$ cat src/rtl/uart_bram_fifo.sv
// First-word-fall-through FIFO built on a simple dual-port block RAM.
// It uses a two-stage read path: a RAM output register, then the rd_data prefetch register.
module uart_bram_fifo #(
  parameter int DATA_WIDTH    = 32,
  parameter int MEM_DEPTH     = 64,
  parameter int AFULL_THRESH  = MEM_DEPTH - 4,
  parameter int AEMPTY_THRESH = 4
) (
  input  logic                         clk,
  input  logic                         rst_n,
  input  logic                         wr_en,
  input  logic [DATA_WIDTH-1:0]        wr_data,
  output logic                         full,
  output logic                         almost_full,
  input  logic                         rd_en,
  output logic [DATA_WIDTH-1:0]        rd_data,
  output logic                         rd_valid,
  output logic                         almost_empty,
  output logic [$clog2(MEM_DEPTH):0]   count,
  output logic                         overflow,
  output logic                         underflow,
  input  logic                         clr_err
);
  localparam int AW = $clog2(MEM_DEPTH);
  localparam int CW = AW + 1;
  localparam logic [CW-1:0] DEPTH_C  = CW'(MEM_DEPTH);
  localparam logic [CW-1:0] AFULL_C  = CW'(AFULL_THRESH);
  localparam logic [CW-1:0] AEMPTY_C = CW'(AEMPTY_THRESH);

  logic [DATA_WIDTH-1:0] mem [MEM_DEPTH];
  logic [DATA_WIDTH-1:0] ram_q;
  logic [DATA_WIDTH-1:0] rd_data_q, rd_data_d;
  logic [AW-1:0]         wr_ptr_q, wr_ptr_d, rd_ptr_q, rd_ptr_d;
  logic [CW-1:0]         count_q, count_d, ram_cnt_q, ram_cnt_d;
  logic                  ram_vld_q, ram_vld_d, rd_valid_q, rd_valid_d;
  logic                  ovf_q, ovf_d, udf_q, udf_d;
  logic                  full_w, wr_acc, pop, s2_load, rd_issue;

  // All acceptance decisions use pre-edge state only
  assign full_w   = (count_q == DEPTH_C);
  assign wr_acc   = wr_en & ~full_w;
  assign pop      = rd_en & rd_valid_q;
  assign s2_load  = ram_vld_q & (~rd_valid_q | pop);
  // ram_cnt_q counts words still in RAM, so an issued read never targets the slot being written
  assign rd_issue = (ram_cnt_q != '0) & (~ram_vld_q | s2_load);

  always_comb begin
    wr_ptr_d   = wr_acc   ? wr_ptr_q + 1'b1 : wr_ptr_q;
    rd_ptr_d   = rd_issue ? rd_ptr_q + 1'b1 : rd_ptr_q;
    ram_cnt_d  = ram_cnt_q + CW'(wr_acc) - CW'(rd_issue);
    count_d    = count_q + CW'(wr_acc) - CW'(pop);
    ram_vld_d  = rd_issue | (ram_vld_q & ~s2_load);
    rd_valid_d = s2_load | (rd_valid_q & ~pop);
    rd_data_d  = s2_load ? ram_q : rd_data_q;
    ovf_d      = (ovf_q & ~clr_err) | (wr_en & full_w);
    udf_d      = (udf_q & ~clr_err) | (rd_en & ~rd_valid_q);
  end

  always_ff @(posedge clk) begin
    if (wr_acc)   mem[wr_ptr_q] <= wr_data;
    if (rd_issue) ram_q         <= mem[rd_ptr_q];
  end

  always_ff @(posedge clk or negedge rst_n) begin
    if (!rst_n) begin
      wr_ptr_q   <= '0;
      rd_ptr_q   <= '0;
      ram_cnt_q  <= '0;
      count_q    <= '0;
      ram_vld_q  <= 1'b0;
      rd_valid_q <= 1'b0;
      rd_data_q  <= '0;
      ovf_q      <= 1'b0;
      udf_q      <= 1'b0;
    end else begin
      wr_ptr_q   <= wr_ptr_d;
      rd_ptr_q   <= rd_ptr_d;
      ram_cnt_q  <= ram_cnt_d;
      count_q    <= count_d;
      ram_vld_q  <= ram_vld_d;
      rd_valid_q <= rd_valid_d;
      rd_data_q  <= rd_data_d;
      ovf_q      <= ovf_d;
      udf_q      <= udf_d;
    end
  end

  assign full         = full_w;
  assign almost_full  = (count_q >= AFULL_C);
  assign almost_empty = (count_q <= AEMPTY_C);
  assign count        = count_q;
  assign rd_data      = rd_data_q;
  assign rd_valid     = rd_valid_q;
  assign overflow     = ovf_q;
  assign underflow    = udf_q;
endmodule

$ cat config.mk
export PLATFORM = sky130hd
export DESIGN_NAME = uart_bram_fifo
export DESIGN_NICKNAME = d
export VERILOG_FILES = /design/src/rtl/uart_bram_fifo.sv
export SDC_FILE = /design/constraint.sdc
export NUM_CORES = 2
export LEC_CHECK = 0
export ABC_AREA = 1
export CORE_AREA = 2 2 450 452
export CTS_CLUSTER_DIAMETER = 80
export DETAILED_ROUTE_END_ITERATION = 12
export DIE_AREA = 0 0 452 454
export GPL_ROUTABILITY_DRIVEN = 1
export PLACE_DENSITY_LB_ADDON = 0.3
export SLEW_MARGIN = 20
export SYNTH_ARGS = -nofsm -noshare
export SYNTH_HDL_FRONTEND = slang
export SYNTH_SLANG_ARGS = --single-unit
$ cat constraint.sdc
create_clock -name clk -period 6.6 [get_ports clk]
set_clock_uncertainty 0.05 [all_clocks]
set_input_delay 1.65 -clock clk [delete_from_list [all_inputs] [get_ports clk]]
set_output_delay 1.65 -clock clk [all_outputs]
set_load 0.05 [all_outputs]
==> results.md <==
- CP Capture Type: primary output
- R2R Path End: ram_q[11]
- Mapped Cells: 8143
- Largest net degree at the start of global routing: 175
- Share of cells above drive strength 1: 0.07169
- Routing usage on met3: 0.04433
- Max IR drop VDD: 406.0 uV
- Area leader, netlist: edfxtp_1
- First-pass GRT wire length: 360000 um
- Endpoints failing hold: 0
- Endpoint, Worst Hold: rd_data[14]
- 1st-iter DRT viols: 7040
- # DRC: 0
- Post-synth EDFFs: 2080
- Hold crit path type: reg2reg
- Port Buffers: 81
- R2R setup slack: 2.51 ns
- Delay-heaviest family, CP: buffers and inverters
- Worst hold start: ram_q[14]
- Arrival @ worst endpoint: 2.68 ns
- Top Ports: 82
- Cell Area, Synth: 0.08956 mm^2
- Final-stage net count: 8200
- Vias in the first global route: 55.08k
- Via total after detailed routing: 58.82k
- Syn avg cell area: 11.00 um^2
- Initial antenna violation count: 11
- Critical path required time: 4.90 ns
- Top cells by area, synth: edfxtp_1, nand2_1, nand3_1, nor2_1, inv_1
- CP max FO: 5
- Layout area overhead: 12.14%
- Final period util: 0.6644
- Yosys Warn Count: 0
- Root Driver: clkbuf_16
- Met1 usage: 0.3291
- Worst Hold Depth: 1
- Post-layout min period: 4.385 ns
- Distinct cells, synth: 27
- Via density: 5.351
- Post-Route WL: 245900 um
- RSZ-0062 raised after global routing: false
- Post-cts resize count: 0
- CTS Hold Bufs: 0
- Finish-stage setup viols: 0
- Sink Count: 2142
- Max Cap Violations: 0
- CTS tree: built
- Buffers and inverters on the worst path: 2
- Crit path from: count[3]
- CP startpoint kind: flop
- TritonRoute pass-1 iters: 6
- Placer Congestion: 0.8681
- Rows: 165
- Tot GR Track Use: 0.2352
- Worst path depth: 5
- Post-synthesis sequential area ratio: 0.7148
- H-Tree Depth: 4
- Worst path slowest cell: clkdlybuf4s50_1
- Min Hold Slack: 0.4213 ns
- Setup TNS: 0 ns
- Leakage power: 0.03863 uW
- Top cell type's share of synthesized area: 0.6974
- GR Overflow Total: 0
- GR peak layer: met2
- Post-DP HPWL: 139700 um
- CTS Buf Count: 217
- Antenna-violating nets left: 0
- Worst setup path class: reg2out
- DIE HEIGHT: 454 um
- Postcts setup bufs: 0
- Core area: 0.2009 mm^2
- Die area: 0.2052 mm^2
- Max-slew violations: 0
- Initial Util: 0.4458
- Critical path cell sequence: inv_1 -> ha_1 -> nand3_1 -> o21ai_0 -> clkdlybuf4s50_1
- Status: complete, no violations
- PD cells: 432.3 mW/mm^2
- Slew HR: 0.2367
- Post-synthesis sequential element count: 2142
- Net Count, Synth: 8209
- Post-synth top cells: nand2_1, edfxtp_1, nand3_1, nor2_1, inv_1
- Longest Clk Path Bufs: 3
- Cell depth of the worst flop-to-flop path: 11
- Met2 Track Usage GR: 0.3735
- Die X: 452 um
- Slowest cell delay on critical path: 0.83 ns
- Wire length per cell: 22.37 um
- CTS clk-pin slew, worst paths: 0.06 ns
- Clk_lat worst skew: 0.86 ns
- Synth Flop Type: edfxtp_1
- Most frequent cell after synthesis: nand2_1
- Worst R2R Start: rd_ptr_q[0]
- Worst Max-Slew Pin Slew: 1.142 ns
- Highest clock rate: 0.2281 GHz
- # fillers: 17.40k
- Synth async-reset ratio: 0.02894
## cells by family (layout without fill, tap and decap cells)
kind of cell	count (synthesis)	after routing	synth area share
DFF	2142	2142	0.7148
and+or+nand+nor	4392	4392	0.1971
other	0	7	0
muxes	32	32	0.004024
AOI/OAI and AO/OA	432	432	0.02416
adders and majority gates	29	29	0.004219
buffers and inverters	1097	1267	0.05386
xor gates and xnor gates	19	19	0.001858
## layout by cell type, fill, tap and decap left out, types with 4 or more instances in the layout
cell type	netlist	final
dfrtp_1	62	57
inv_16	0	5
clkbuf_1	117	60
buf_2	199	8
or2_2	32	32
clkinv_2	0	41
clkinv_16	0	5
xor2_1	17	17
buf_4	45	100
dfrtp_4	0	4
clkinv_1	2	47
o21ai_1	26	26
nor2_4	0	63
clkbuf_16	0	218
diode_2	0	7
a21oi_1	136	136
inv_1	657	652
clkdlybuf4s50_1	0	48
o21ai_0	269	269
nand2_1	2685	2683
ha_1	27	27
buf_16	0	23
mux2_2	32	32
nand3_1	847	846
edfxtp_1	2080	2080
nand4_1	10	10
inv_6	0	8
bufinv_16	0	13
buf_12	0	29
nor2_1	816	753
## metal layers
layer,vias up,share of wire
met5,-,0.000053
li1,27080,-
met1,28770,0.42
met4,2,0.028
met3,364,0.090
met2,2599,0.47
## cell type report
class | count | area [um^2] | area share
Antenna cell | 7 | 17.52 | 0.0001744
Clock buffer | 281 | 5722 | 0.05697
Clock inverter | 117 | 1096 | 0.01091
Inverter | 661 | 2521 | 0.02510
Multi-Input combinational cell | 4904 | 21210 | 0.2112
Sequential cell | 2142 | 64030 | 0.6376
Tap cell | 2672 | 3343 | 0.03329
Timing Repair Buffer | 208 | 2485 | 0.02474
## how the worst max path moves through the flow
stage / slack [ns] / endpoint
4_1_cts: 2.14 / almost_empty
2_1_floorplan: 2.06 / mem[7][0]
3_5_place_dp: 1.82 / mem[62][24]
5_1_grt: 2.04 / almost_empty
3_3_place_gp: 1.72 / mem[6][23]
6_report: 2.22 / almost_empty
## through the flow
step	total power, uW	setup slack [ns]	utilization	cells	instance area [um^2]
2_1_floorplan	26180	2.065	-	8143	89560
3_3_place_gp	31360	1.719	0.4611	10550	92630
3_5_place_dp	31530	1.820	0.4634	10570	93080
4_1_cts	43330	2.141	0.4973	10960	99900
5_1_grt	45400	2.043	0.4999	10990	100400
6_report	43410	2.215	0.4999	10990	100400
## flip-flops by register name, indices dropped and copies added, names as in the netlist
name,cells
ram_q,32
mem,2048
ram_vld_q,1
rd_data,32
overflow,1
ram_cnt_q,7
count,7
wr_ptr_q,6
rd_ptr_q,6
underflow,1
rd_valid,1
## power breakdown
part           internal, uW  switching [uW]
combinational          3860           11400
clock                  6640            5250
sequential            15800             486
(Power assumes the default switching activity.)
